==> config.mk <==
export PLATFORM = sky130hd
export DESIGN_NAME = feature_map_writer
export DESIGN_NICKNAME = d
export VERILOG_FILES = /design/src/rtl/feature_map_writer_pkg.sv /design/src/rtl/feature_map_writer_sync_fifo.sv /design/src/rtl/feature_map_writer.sv
export SDC_FILE = /design/constraint.sdc
export NUM_CORES = 1
export LEC_CHECK = 0
export CORE_MARGIN = 4
export CORE_UTILIZATION = 54
export DETAILED_ROUTE_END_ITERATION = 7
export PLACE_DENSITY = 0.76
export SLEW_MARGIN = 15
export SYNTH_ARGS = -nofsm -noshare
export SYNTH_HDL_FRONTEND = slang
export SYNTH_SLANG_ARGS = --single-unit
export TNS_END_PERCENT = 5
==> constraint.sdc <==
create_clock -name clock -period 3.7 [get_ports clock]
set_clock_uncertainty 0.15 [all_clocks]
set_input_delay 0.37 -clock clock [delete_from_list [all_inputs] [get_ports clock]]
set_output_delay 0.37 -clock clock [all_outputs]
set_load 0.005 [all_outputs]
==> src/rtl/feature_map_writer_pkg.sv <==
// -----------------------------------------------------------------------------
// feature_map_writer_pkg
// Shared network parameters for the feature-map write-back path, and the
// state type of the writer's frame FSM.
//   NET_SUM_WIDTH     signed width of an adder-tree result
//   NET_OUT_WIDTH     signed width of a stored feature-map pixel
//   NET_SHIFT         right shift used to rescale a sum (>= 1)
//   NET_FRAME_PIXELS  output pixels per feature map
//   NET_FIFO_DEPTH    output buffer entries (power of two)
// -----------------------------------------------------------------------------
package feature_map_writer_pkg;

    localparam int NET_SUM_WIDTH    = 20;
    localparam int NET_OUT_WIDTH    = 8;
    localparam int NET_SHIFT        = 4;
    localparam int NET_FRAME_PIXELS = 16;
    localparam int NET_FIFO_DEPTH   = 4;

    typedef enum logic {
        FSM_IDLE = 1'b0,
        FSM_RUN  = 1'b1
    } fsm_state_t;

endpackage

==> src/rtl/feature_map_writer_sync_fifo.sv <==
// -----------------------------------------------------------------------------
// sync_fifo
// Single-clock first-word-fall-through FIFO used as the writer's output buffer.
//   clock  in   rising-edge clock
//   reset  in   synchronous active-low reset, empties the FIFO
//   push   in   write din this cycle (ignored when full unless pop is also high)
//   pop    in   remove the head entry this cycle (ignored when empty)
//   din    in   entry to write
//   dout   out  head entry, valid while empty = 0
//   full   out  DEPTH entries held
//   empty  out  no entries held
// Push and pop together on a full FIFO keep the occupancy at DEPTH. Whenever
// the last entry leaves, both pointers return to 0 so an idle FIFO always
// restarts from slot 0.
// -----------------------------------------------------------------------------
module sync_fifo #(
    parameter int WIDTH = 8,
    parameter int DEPTH = 4
) (
    input  logic             clock,
    input  logic             reset,
    input  logic             push,
    input  logic             pop,
    input  logic [WIDTH-1:0] din,
    output logic [WIDTH-1:0] dout,
    output logic             full,
    output logic             empty
);

    localparam int PTR_W = (DEPTH > 1) ? $clog2(DEPTH) : 1;
    localparam int CNT_W = $clog2(DEPTH) + 1;

    logic [WIDTH-1:0] mem [DEPTH];
    logic [PTR_W-1:0] wr_ptr;
    logic [PTR_W-1:0] rd_ptr;
    logic [CNT_W-1:0] count;
    logic             do_push;
    logic             do_pop;

    function automatic logic [PTR_W-1:0] inc_ptr(input logic [PTR_W-1:0] p);
        return (p == PTR_W'(DEPTH - 1)) ? '0 : p + 1'b1;
    endfunction

    assign full    = (count == CNT_W'(DEPTH));
    assign empty   = (count == '0);
    assign do_pop  = pop && !empty;
    // A full FIFO can still take a push when the head leaves in the same cycle.
    assign do_push = push && (!full || do_pop);
    assign dout    = mem[rd_ptr];

    always_ff @(posedge clock) begin
        if (!reset) begin
            wr_ptr <= '0;
            rd_ptr <= '0;
            count  <= '0;
        end else begin
            if (do_pop && !do_push && count == CNT_W'(1)) begin
                wr_ptr <= '0;
                rd_ptr <= '0;
            end else begin
                if (do_push) wr_ptr <= inc_ptr(wr_ptr);
                if (do_pop)  rd_ptr <= inc_ptr(rd_ptr);
            end
            case ({do_push, do_pop})
                2'b10:   count <= count + 1'b1;
                2'b01:   count <= count - 1'b1;
                default: count <= count;
            endcase
        end
    end

    always_ff @(posedge clock) begin
        if (do_push) mem[wr_ptr] <= din;
    end

endmodule

==> src/rtl/feature_map_writer.sv <==
// -----------------------------------------------------------------------------
// feature_map_writer
// Takes one signed adder-tree sum per pixel_rdy cycle, rescales it with a
// round-half-up arithmetic shift, saturates it to OUT_WIDTH, optionally
// applies ReLU, and writes it to feature-map memory at sequential addresses.
//   clock         in   rising-edge clock
//   reset         in   synchronous active-low reset
//   pixel_rdy     in   pixel_in carries a sum this cycle (cannot be stalled)
//   pixel_in      in   signed SUM_WIDTH sum
//   relu_en       in   clamp negative results to 0 (sampled with pixel_in)
//   wr_valid      out  wr_addr / wr_data hold a write
//   wr_ready      in   memory accepts the write this cycle
//   wr_addr       out  linear pixel address, 0 .. FRAME_PIXELS-1
//   wr_data       out  rescaled pixel
//   frame_done    out  high with the write to address FRAME_PIXELS-1
//   overflow_err  out  sticky: a pixel was dropped because the buffer was full
//   fsm_state     out  frame FSM state (IDLE / RUN) for observation
//
// Handshake: a write transfers in any cycle where wr_valid and wr_ready are
// both high. Once wr_valid rises it stays high, and wr_addr / wr_data stay
// unchanged, until that transfer happens; wr_valid never depends on wr_ready.
//
// Pipeline: sample registered at the end of cycle N, rescaled during N+1 and
// pushed into the FIFO at the end of N+1, so the earliest write is in N+2.
// -----------------------------------------------------------------------------
module feature_map_writer
    import feature_map_writer_pkg::*;
#(
    parameter int SUM_WIDTH    = NET_SUM_WIDTH,
    parameter int OUT_WIDTH    = NET_OUT_WIDTH,
    parameter int SHIFT        = NET_SHIFT,
    parameter int FRAME_PIXELS = NET_FRAME_PIXELS,
    parameter int FIFO_DEPTH   = NET_FIFO_DEPTH,
    parameter int ADDR_W       = (FRAME_PIXELS > 1) ? $clog2(FRAME_PIXELS) : 1
) (
    input  logic                 clock,
    input  logic                 reset,
    input  logic                 pixel_rdy,
    input  logic [SUM_WIDTH-1:0] pixel_in,
    input  logic                 relu_en,
    output logic                 wr_valid,
    input  logic                 wr_ready,
    output logic [ADDR_W-1:0]    wr_addr,
    output logic [OUT_WIDTH-1:0] wr_data,
    output logic                 frame_done,
    output logic                 overflow_err,
    output fsm_state_t           fsm_state
);

    // One guard bit so adding the rounding bias can never wrap.
    localparam int EXT_W = SUM_WIDTH + 1;
    localparam logic signed [EXT_W-1:0] ROUND_BIAS = EXT_W'(1 << (SHIFT - 1));
    localparam logic signed [EXT_W-1:0] OUT_MAX    = EXT_W'((1 << (OUT_WIDTH - 1)) - 1);
    localparam logic signed [EXT_W-1:0] OUT_MIN    = ~OUT_MAX;
    localparam logic [ADDR_W-1:0]       LAST_ADDR  = ADDR_W'(FRAME_PIXELS - 1);

    // Stage 1: registered sample
    logic                        s1_valid;
    logic signed [SUM_WIDTH-1:0] s1_sum;
    logic                        s1_relu;

    // Stage 1: rescale / saturate / ReLU
    logic signed [EXT_W-1:0]     sum_ext;
    logic signed [EXT_W-1:0]     rounded;
    logic signed [EXT_W-1:0]     shifted;
    logic        [OUT_WIDTH-1:0] saturated;
    logic        [OUT_WIDTH-1:0] s1_pixel;

    // Output buffer
    logic                        fifo_push;
    logic                        fifo_pop;
    logic                        fifo_full;
    logic                        fifo_empty;
    logic        [OUT_WIDTH-1:0] fifo_dout;

    fsm_state_t                  state;

    always_ff @(posedge clock) begin
        if (!reset) begin
            s1_valid <= 1'b0;
        end else begin
            s1_valid <= pixel_rdy;
        end
    end

    always_ff @(posedge clock) begin
        s1_sum  <= pixel_in;
        s1_relu <= relu_en;
    end

    always_comb begin
        sum_ext = {s1_sum[SUM_WIDTH-1], s1_sum};
        rounded = sum_ext + ROUND_BIAS;
        shifted = rounded >>> SHIFT;
        if (shifted > OUT_MAX) begin
            saturated = OUT_MAX[OUT_WIDTH-1:0];
        end else if (shifted < OUT_MIN) begin
            saturated = OUT_MIN[OUT_WIDTH-1:0];
        end else begin
            saturated = shifted[OUT_WIDTH-1:0];
        end
        if (s1_relu && saturated[OUT_WIDTH-1]) begin
            s1_pixel = '0;
        end else begin
            s1_pixel = saturated;
        end
    end

    assign fifo_pop  = wr_valid && wr_ready;
    assign fifo_push = s1_valid && (!fifo_full || fifo_pop);

    sync_fifo #(
        .WIDTH (OUT_WIDTH),
        .DEPTH (FIFO_DEPTH)
    ) u_fifo (
        .clock (clock),
        .reset (reset),
        .push  (fifo_push),
        .pop   (fifo_pop),
        .din   (s1_pixel),
        .dout  (fifo_dout),
        .full  (fifo_full),
        .empty (fifo_empty)
    );

    assign wr_valid   = !fifo_empty;
    assign wr_data    = fifo_dout;
    assign frame_done = fifo_pop && (wr_addr == LAST_ADDR);
    assign fsm_state  = state;

    // The input stream cannot stall, so a sample that finds the buffer full
    // with no write leaving is lost; remember that until reset.
    always_ff @(posedge clock) begin
        if (!reset) begin
            overflow_err <= 1'b0;
        end else if (s1_valid && fifo_full && !fifo_pop) begin
            overflow_err <= 1'b1;
        end
    end

    always_ff @(posedge clock) begin
        if (!reset) begin
            wr_addr <= '0;
        end else if (fifo_pop) begin
            wr_addr <= (wr_addr == LAST_ADDR) ? '0 : wr_addr + 1'b1;
        end
    end

    // Frame FSM. A push in the frame-ending cycle keeps it in RUN; entries
    // still buffered after a frame ends pull it straight back out of IDLE.
    always_ff @(posedge clock) begin
        if (!reset) begin
            state <= FSM_IDLE;
        end else begin
            case (state)
                FSM_IDLE: begin
                    if (fifo_push || !fifo_empty) state <= FSM_RUN;
                end
                FSM_RUN: begin
                    if (frame_done && !fifo_push) state <= FSM_IDLE;
                end
                default: state <= FSM_IDLE;
            endcase
        end
    end

endmodule

* After elaboration in Yosys (flattened, before gate mapping)
Memory sizes are Yosys's and may differ from the RTL's. A register that Yosys moved wholly into a read port is not among the register bits.
Cells that the tools add are included.
** Storage, ports and cells
- Output and inout port bits :: 16
- Input bits :: 25
- Bits in registers :: 35
- Memories kept :: 1
- Word-level logic and storage cells :: 63
- RAM bits :: 32
** Memories
- u_fifo.mem :: depth 4, width 8, read ports 1, clocked after Yosys merged registers in 1, write ports 1, line feature_map_writer_sync_fifo.sv:33 : logic [WIDTH-1:0] mem [DEPTH];
** Cells by class
- Muxes and demuxes :: 14
- Reduce and logical (&&, ||, !) cells :: 22
- Equality and inequality tests :: 7
- Bitwise gates (word level) :: 2
- $add $sub $neg :: 6
- $lt $le $gt $ge :: 2
** Operators with widths (number)
- $mux W8 :: 3
- $add A20 B5 Y21 const B :: 1
- $gt A17 B8 Y1 const B :: 1
- $lt A17 B8 Y1 const B :: 1
- $logic_and A1 B1 Y1 :: 11
- $mux W2 :: 4
- $eq A2 B2 Y1 const B :: 3
- $pmux W3 S2 :: 1
- $logic_not A1 Y1 :: 5
- $add A2 B1 Y2 const B :: 2
- $add A4 B1 Y4 const B :: 1
- $eq A4 B4 Y1 const B :: 1
- $mux W1 :: 4
- $mux W4 :: 1
- $add A3 B1 Y3 const B :: 1
- $eq A3 B1 Y1 const B :: 1
- $eq A3 B3 Y1 const B :: 1
- $logic_not A3 Y1 :: 1
- $logic_or A1 B1 Y1 :: 3
- $sub A3 B1 Y3 const B :: 1
- $eq A2 B1 Y1 const B :: 1
- $not A1 Y1 :: 2
- $pmux W1 S2 :: 1
- $reduce_bool A2 Y1 :: 1
- $reduce_or A2 Y1 :: 1

* Depth between registers and ports, before layout
Gate-level depths: netlist of the first run.
- Depth after elaboration :: 11
- Gate-level depth with buffers :: 9
- Depth with buffers taken out :: 9

* Hierarchy
Synthesis of the first run repeated with hierarchy kept, for this count alone.
** Second synthesis, totals
- Cell total of the unflattened synthesis :: 230
- Area, all modules :: 2884.0 µm²
** Modules (own cells, without submodules)
- sync_fifo :: sequential area each 1141.1 µm², area each 1785.5 µm², cells each 116, instances 1
- feature_map_writer :: sequential area each 500.5 µm², area each 1098.6 µm², cells each 114, instances 1

* Worst setup path before layout of the first run
No wires, ideal clock.
- Path type :: register to register
- From :: register s1_sum[12]
- To :: memory u_fifo.mem[0][0] (data pin)
- Setup slack :: 1.423 ns
- Path buffers :: 1
- Library setup time :: 0.285 ns
- Cell stages (with the launch flop) :: 7
- Clock period less this slack :: 2.277 ns
- Arrival :: 1.843 ns
- Required time :: 3.265 ns
- Path through :: dfxtp_1 > buf_4 > nand2_1 > or4_4 > o311a_1 > o2111ai_2 > a22oi_1
** Between the ends
- Cells in the longest elaborated chain, start to end :: 6
- Elaborated cells between the ends (all ways) :: 7
- Those cells by class :: add/sub (1); order compare (2); mux (3); reduce/logical (1)
** RTL lines
- from (decl) :: line feature_map_writer.sv:59 : logic signed [SUM_WIDTH-1:0] s1_sum;
- from (signal assigned) :: line feature_map_writer.sv:87 : s1_sum <= pixel_in;
- $add A20 B5 Y21 * :: line feature_map_writer.sv:93 : rounded = sum_ext + ROUND_BIAS;
- $lt A17 B8 Y1 :: line feature_map_writer.sv:97 : end else if (shifted < OUT_MIN) begin
- $mux W8 :: line feature_map_writer.sv:97
- $mux W8 * :: line feature_map_writer.sv:95 : if (shifted > OUT_MAX) begin
- $logic_and A1 B1 Y1 :: line feature_map_writer.sv:102 : if (s1_relu && saturated[OUT_WIDTH-1]) begin
- $mux W8 * :: line feature_map_writer.sv:102
- via s1_pixel[0] :: line feature_map_writer.sv:67 : logic [OUT_WIDTH-1:0] s1_pixel;
- to (decl) :: line feature_map_writer_sync_fifo.sv:33
Mark *: on every way through the listed nets, which the timed path passes. The rest lies on a longest branch.

* Worst setup path in the final report of the first run
- From :: register u_fifo.count[0]
- To :: output frame_done
** Between the ends
- Cells in the longest elaborated chain, start to end :: 4
** RTL lines
- from (decl) :: line feature_map_writer_sync_fifo.sv:36 : logic [CNT_W-1:0] count;
- from (signal assigned) :: line feature_map_writer_sync_fifo.sv:65 : 2'b10: count <= count + 1'b1;
- from (signal assigned) :: line feature_map_writer_sync_fifo.sv:66 : 2'b01: count <= count - 1'b1;
- from (signal assigned) :: line feature_map_writer_sync_fifo.sv:67 : default: count <= count;
- $logic_not A3 Y1 :: line feature_map_writer_sync_fifo.sv:45 : assign empty = (count == '0);
- $logic_not A1 Y1 :: line feature_map_writer.sv:126 : assign wr_valid = !fifo_empty;
- $logic_and A1 B1 Y1 :: line feature_map_writer.sv:109 : assign fifo_pop = wr_valid && wr_ready;
- via fifo_pop :: line feature_map_writer.sv:71 : logic fifo_pop;
- $logic_and A1 B1 Y1 :: line feature_map_writer.sv:128 : assign frame_done = fifo_pop && (wr_addr == LAST_ADDR);
- to (decl) :: line feature_map_writer.sv:45 : output logic frame_done,
The timed path passes the listed nets, and every way through them passes these cells.

==> out/summary.txt, run 1 <==
Post-Syn Instances: 222
Drt pass-1 iters: 4
Critical path arrival: 2.33 ns
Fmax: 0.351 GHz
Status: completed
Antenna violations before repair: 0
Pre-CTS WS: 1.09 ns
Post-synthesis async set-or-reset flop share: 0%
Grt ovf: 0
Buf/Inv on CP: 4
Share of layout cells above drive strength 1: 11.5%
Clock sinks: 66
Antenna Nets Post-Route: 0
Setup ws final: 0.851 ns
Gpl congestion: 0.867
Setup violators final: 0
Die Span X: 80.7 µm
Final hold violation count: 0
Vias in the first global route: 1,723
Int Power: 1.39 mW
Commonest non-fill, non-tap cell in the layout: clkdlybuf4s50_1
Pwr dens: 532 mW/mm²
Clock-pin slew on the worst setup and hold paths: 0.07 ns
Core ar.: 0.00511 mm²
Post-synthesis sequential area ratio: 57.5%
Layout area overhead: 22.1%
Final design instance area without fill: 0.00348 mm²
RSZ-0062 raised after global routing: no
Total chip power: 1.85 mW
Final period util: 77.0%
Flop pwr share: 47.9%
Vias: 1,848
Reg-to-reg setup timing slack: 1.07 ns
N_diodes: 0
CTS tree: done
Number of CTS-inserted buffers: 9
Avg WL per Cell: 13.7 µm
Crit-path max cell delay: 0.49 ns
CTS root buf: clkbuf_8
Startpoint types: flip-flop
Clk Latency, worst-skew pair: 0.33 ns
Synthesized Nets: 259
Post-synth top area share: 33.7%
Distinct cell type count after synthesis: 49
Reg2reg end: u_fifo.mem[2][5]
DRC: 0
Total GRT Usage: 15.9%
# port buffers: 37
Critical-path cell list: inv_1, ha_1, nand2b_1, nand2_1, inv_1, nand4_1, inv_1, clkdlybuf4s50_1
DIE AREA: 0.00651 mm²
WP data required: 3.18 ns
CP delay by family, top: buffers and inverters
Most frequent cells in the layout: 37 x clkdlybuf4s50_1, 34 x dfxtp_1, 32 x edfxtp_1
Switching part of the total power: 25.1%
Critical R2R Launch: s1_sum[12]
Ys flop type: dfxtp_1
Die height: 80.7 µm
Final nets: 301
Seq cells post-synth: 66
Number of synthesized flops with an enable pin: 32
Crit-path most repeated cell: inv_1
HPWL Detailed: 3330 µm
Site Rows: 26
Yosys warnings: 0
Max_slew headroom: 63.9%
CP endpoint kind: output pin
CP Launch Point: u_fifo.count[0]
Crit path time final: 2.85 ns
Top Ports: 41
First-pass GRT wire length: 7570 µm
Min-Delay Endpoint: s1_sum[6]
Combinational power share: 19.3%
Worst Hold Depth: 1
Resize count post-CTS: 0
Initial Util: 55.9%
Via density: 5.45
Crit Path Max Fanout: 7
Peak supply drop: 0.000394 V
Slew @ Worst Pin: 0.541 ns
Cts hold-fix bufs: 0
Setup TNS: 0 ns
Fin Hold WS: 0.322 ns
NetSw: 0.465 mW
Cell Area, Synth: 0.00285 mm²
Worst hold path class: in2reg
Leakage power: 1.23 nW
H-tree depth: 3
Max cap viols: 0
Total routed wirelength: 4630 µm
CP Class: reg2out
Longest Clk Path Bufs: 2
Largest net degree at the start of global routing: 12
Final Max Tran Viols: 0
Synth Area per Inst: 12.9 µm²
Worst hold start: pixel_in[6]
Worst reg2reg path depth: 5
Yosys top cell by area: edfxtp_1
DP Area: 0.00328 mm²
Synth top area cells: edfxtp_1 34%, dfxtp_1 24%, mux4_2 6.3%, ha_1 5.3%, xnor2_1 3.1%
Setup repair bufs after CTS: 0
Clock share of power: 32.8%
Initial drt markers: 77
Slowest CP cell: clkdlybuf4s50_1
==> cells in the mapped netlist, drive strengths merged, types with 4 or more instances <==
cell type and count:
ha 12, nor3 6, a21oi 6, and2 5
edfxtp 32, nand3 7, mux4 8, and3 8
o21ai 4, xnor2 10, a32oi 6, inv 11
nor2 8, nand4 5, nand2 15, dfxtp 34
==> area by class of cell <==
cell class	count	area [µm²]
timing repair buffer	37	370
multi-input combinational	139	1140
clock inverter	4	50.0
sequential	66	1640
tap	70	87.6
inverter	11	41.3
fill	395	1630
clock buffer	12	155
==> registers in the layout (all words and copies together) (netlist names), named ones only <==
| name | cells |
|---|---|
| wr_addr | 4 |
| fsm_state | 1 |
| s1_valid | 1 |
| u_fifo.mem | 32 |
| u_fifo.count | 3 |
| s1_relu | 1 |
| u_fifo.rd_ptr | 2 |
| s1_sum | 17 |
| overflow_err | 1 |
| u_fifo.wr_ptr | 2 |
==> worst max-delay path by stage <==
stage	to	depth (start not counted)	slack (ns)
6_report	frame_done	8	0.85
5_1_grt	frame_done	8	0.68
4_1_cts	frame_done	8	0.82
3_5_place_dp	u_fifo.mem[1][5]	5	1.09
3_3_place_gp	u_fifo.mem[0][1]	5	1.11
2_1_floorplan	u_fifo.mem[0][0]	6	1.42
==> per-stage QoR <==
step                      std cells  utilization, %
after floorplan                 222               -
after global placement          323            64.2
after global routing            339            68.2
final                           339            68.2
after CTS                       339            68.2
after detailed placement        323            64.2
==> kinds of logic (layout without fill, tap and decap cells) <==
family | Yosys count | after routing | share of synthesized area (%)
xor gates and xnor gates | 12 | 12 | 3.68
DFF | 66 | 66 | 57.5
AOI/OAI and AO/OA | 34 | 34 | 9.56
buffers and inverters | 17 | 64 | 2.63
muxes | 11 | 11 | 7.41
adders and majority gates | 12 | 12 | 5.26
and+or+nand+nor | 70 | 70 | 13.9
==> per-layer routing <==
layer	routed length, µm	track usage [%]
met1	2110	19.3
met3	248	4.48
met5	0	0
met4	97	10.1
met2	2180	24.8
==> power by group through the flow <==
| stage | combinational, mW | clock [mW] | sequential (mW) |
|---|---|---|---|
| after floorplan | 0.236 | 0 | 0.874 |
| after global placement | 0.354 | 0 | 0.905 |
| after detailed placement | 0.362 | 0 | 0.907 |
| after CTS | 0.363 | 0.623 | 0.891 |
| after global routing | 0.401 | 0.653 | 0.900 |
| final | 0.357 | 0.607 | 0.888 |
No activity file was read; power rests on OpenSTA's default activity.
==> inputs of run 2 (changes only) <==
Settings changed: CORE_UTILIZATION 54 to 48, PLACE_DENSITY 0.76 to 0.72.
Clock period 3.7 ns to 2.4 ns, I/O delays scaled along.
==> run 2 against run 1 <==
Hold slack lost 0.14 ns. Via count grew 2.3%. Sequential power grew 51%. Die area grew 11%. Largest cell class unchanged. Setup slack lost 0.79 ns. Count of clock-buffer cells in the layout is the same. Non-clock buffer count grew 21. Critical endpoint is now u_fifo.mem[0][6]. Core utilization shrank 2.8 points. Total power grew 56%. Register-to-register slack lost 1.0 ns. Sequential cell count is the same.
==> out/summary.txt, run 2 (synthesis results as in run 1) <==
Largest net degree at the start of global routing: 12 (unchanged)
Gpl congestion: 0.876 (was 0.867)
WP data required: 2.30 ns (was 3.18 ns)
Setup violators final: 0 (unchanged)
Vias: 1,890 (was 1,848)
Largest regs: u_fifo.mem: 32 flops, s1_sum: 17 flops, wr_addr: 4 flops (unchanged)
Layout area overhead: 29.4% (was 22.1%)
Startpoint types: flip-flop (unchanged)
Clock-pin slew on the worst setup and hold paths: 0.06 ns (was 0.07 ns)
CP endpoint kind: flip-flop (was output pin)
Final hold violation count: 0 (unchanged)
Site Rows: 27 (was 26)
N_diodes: 0 (unchanged)
Commonest non-fill, non-tap cell in the layout: clkdlybuf4s50_1 (unchanged)
Vias in the first global route: 1,799 (was 1,723)
Multi-input logic area: 0.00120 mm² (was 0.00114 mm²)
Drt pass-1 iters: 4 (unchanged)
First-pass GRT wire length: 8400 µm (was 7570 µm)
Final period util: 97.6%
Final Max Tran Viols: 0 (unchanged)
Biggest register: u_fifo.mem (unchanged)
FF/Latch Area: 0.00165 mm² (was 0.00164 mm²)
Critical path arrival: 2.25 ns (was 2.33 ns)
Max_slew headroom: 71.2% (was 63.9%)
Total GRT Usage: 15.3% (was 15.9%)
Peak supply drop: 0.000430 V (was 0.000394 V)
DIE AREA: 0.00724 mm² (was 0.00651 mm²)
DP Area: 0.00341 mm² (was 0.00328 mm²)
CP Class: reg2reg (was reg2out)
Share of layout cells above drive strength 1: 22.4% (was 11.5%)
Number of CTS-inserted buffers: 9 (unchanged)
Antenna violations before repair: 0 (unchanged)
Initial drt markers: 68 (was 77)
# port buffers: 37 (unchanged)
Core ar.: 0.00564 mm² (was 0.00511 mm²)
Status: completed (unchanged)
Setup ws final: 0.0578 ns (was 0.851 ns)
Total routed wirelength: 5130 µm (was 4630 µm)
Leakage power: 1.35 nW (was 1.23 nW)
CTS root buf: clkbuf_8 (unchanged)
Slew @ Worst Pin: 0.433 ns (was 0.541 ns)
Clock sinks: 66 (unchanged)
Final design instance area without fill: 0.00369 mm² (was 0.00348 mm²)
Fmax: 0.427 GHz
Pwr dens: 781 mW/mm² (was 532 mW/mm²)
Clk Latency, worst-skew pair: 0.34 ns (was 0.33 ns)
Cts hold-fix bufs: 0 (unchanged)
H-tree depth: 3 (unchanged)
DRC: 0 (unchanged)
# fillers: 435 (was 395)
Crit Path Max Fanout: 7 (unchanged)
Worst hold path class: in2reg (unchanged)
Die Span X: 85.1 µm (was 80.7 µm)
Crit path time final: 2.34 ns
Via density: 5.22 (was 5.45)
Top Ports: 41 (unchanged)
Initial Util: 50.6% (was 55.9%)
RSZ-0062 raised after global routing: yes (was no)
Largest register FFs: 32 (unchanged)
Grt ovf: 0 (unchanged)
Setup TNS: 0 ns (unchanged)
Antenna Nets Post-Route: 0 (unchanged)
Die height: 85.1 µm (was 80.7 µm)
Final nets: 322 (was 301)
Most frequent cells in the layout: 36 x clkdlybuf4s50_1, 32 x edfxtp_1, 28 x dfxtp_1 (was 37 x clkdlybuf4s50_1, 34 x dfxtp_1, 32 x edfxtp_1)
CTS tree: done (unchanged)
Max cap viols: 0 (unchanged)
Longest Clk Path Bufs: 2 (unchanged)
HPWL Detailed: 3720 µm (was 3330 µm)
Avg WL per Cell: 14.2 µm (was 13.7 µm)
Pre-CTS WS: -0.0366 ns (was 1.09 ns)
run 2: cell types whose count changed in the layout (fill, tap and decap cells not counted), sizes merged:
cell           delta
dlymetal6s2s      +1
clkinvlp          -2
buf              +21
clkinv            +2
clkdlybuf4s50     -1
run 2: timing repair:
item / 4_1_cts / 5_1_grt
setup endpoints to repair: 21 / 29
gates resized for setup: 4 / 13
buffers inserted: 1 / 3
pin swaps: 1 / 1
run 2: worst max-delay path: stages (launching register included):
cell	delay, ns
dfxtp_2	0.37
nand2_1	0.09
or4_4	0.56
o311a_1	0.40
o2111ai_4	0.33
a32oi_1	0.16
run 2: report_power, final:
part	internal [mW]	switching (mW)	leakage (nW)
Clock	0.475	0.382	0.0941
Combinational	0.408	0.279	0.681
Sequential	1.27	0.0652	0.576
Total	2.15	0.727	1.35
run 2: final cells by class:
class,instances,area share [%]
Multi-Input combinational cell,139,32.5
Inverter,11,1.12
Timing Repair Buffer,58,14.4
Sequential cell,66,44.7
Clock inverter,4,1.22
Tap cell,72,2.44
Clock buffer,12,3.66
run 2: through the flow:
stage          instances  hold WS (ns)  utilization, %  total power [mW]
4_1_cts              359         0.171            64.1              2.88
5_1_grt              362         0.156            65.4              3.05
6_report             362         0.184            65.4              2.88
3_5_place_dp         342         0.311            60.4              2.00
3_3_place_gp         342         0.298            60.4              1.99
2_1_floorplan        222         0.118               -              1.71
run 2: path summary, 6_finish.rpt:
| kind | from | to | slack (ns) | depth (start not counted) |
|---|---|---|---|---|
| hold / removal | pixel_in[13] | s1_sum[13] | 0.18 | 1 |
| setup reg to reg | s1_sum[12] | u_fifo.mem[0][6] | 0.06 | 5 |
| setup / recovery | s1_sum[12] | u_fifo.mem[0][6] | 0.06 | 5 |
| hold reg to reg | overflow_err | overflow_err | 0.33 | 1 |
run 2: layer usage:
layer	track usage [%]	vias to the layer above	share of wire [%]	wire (µm)
li1	-	967	-	-
met1	19.1	877	46	2360
met2	23.4	36	47	2420
met3	5.92	10	4.8	246
met4	6.91	0	2.0	102
met5	0	-	0	0
==> inputs of run 3 (changes only) <==
Settings changed: CTS_CLUSTER_SIZE set to 24, SLEW_MARGIN 15 to not set.
==> results of run 3 <==
Same layout as run 2: the final DEF is identical, and so are final timing and power.
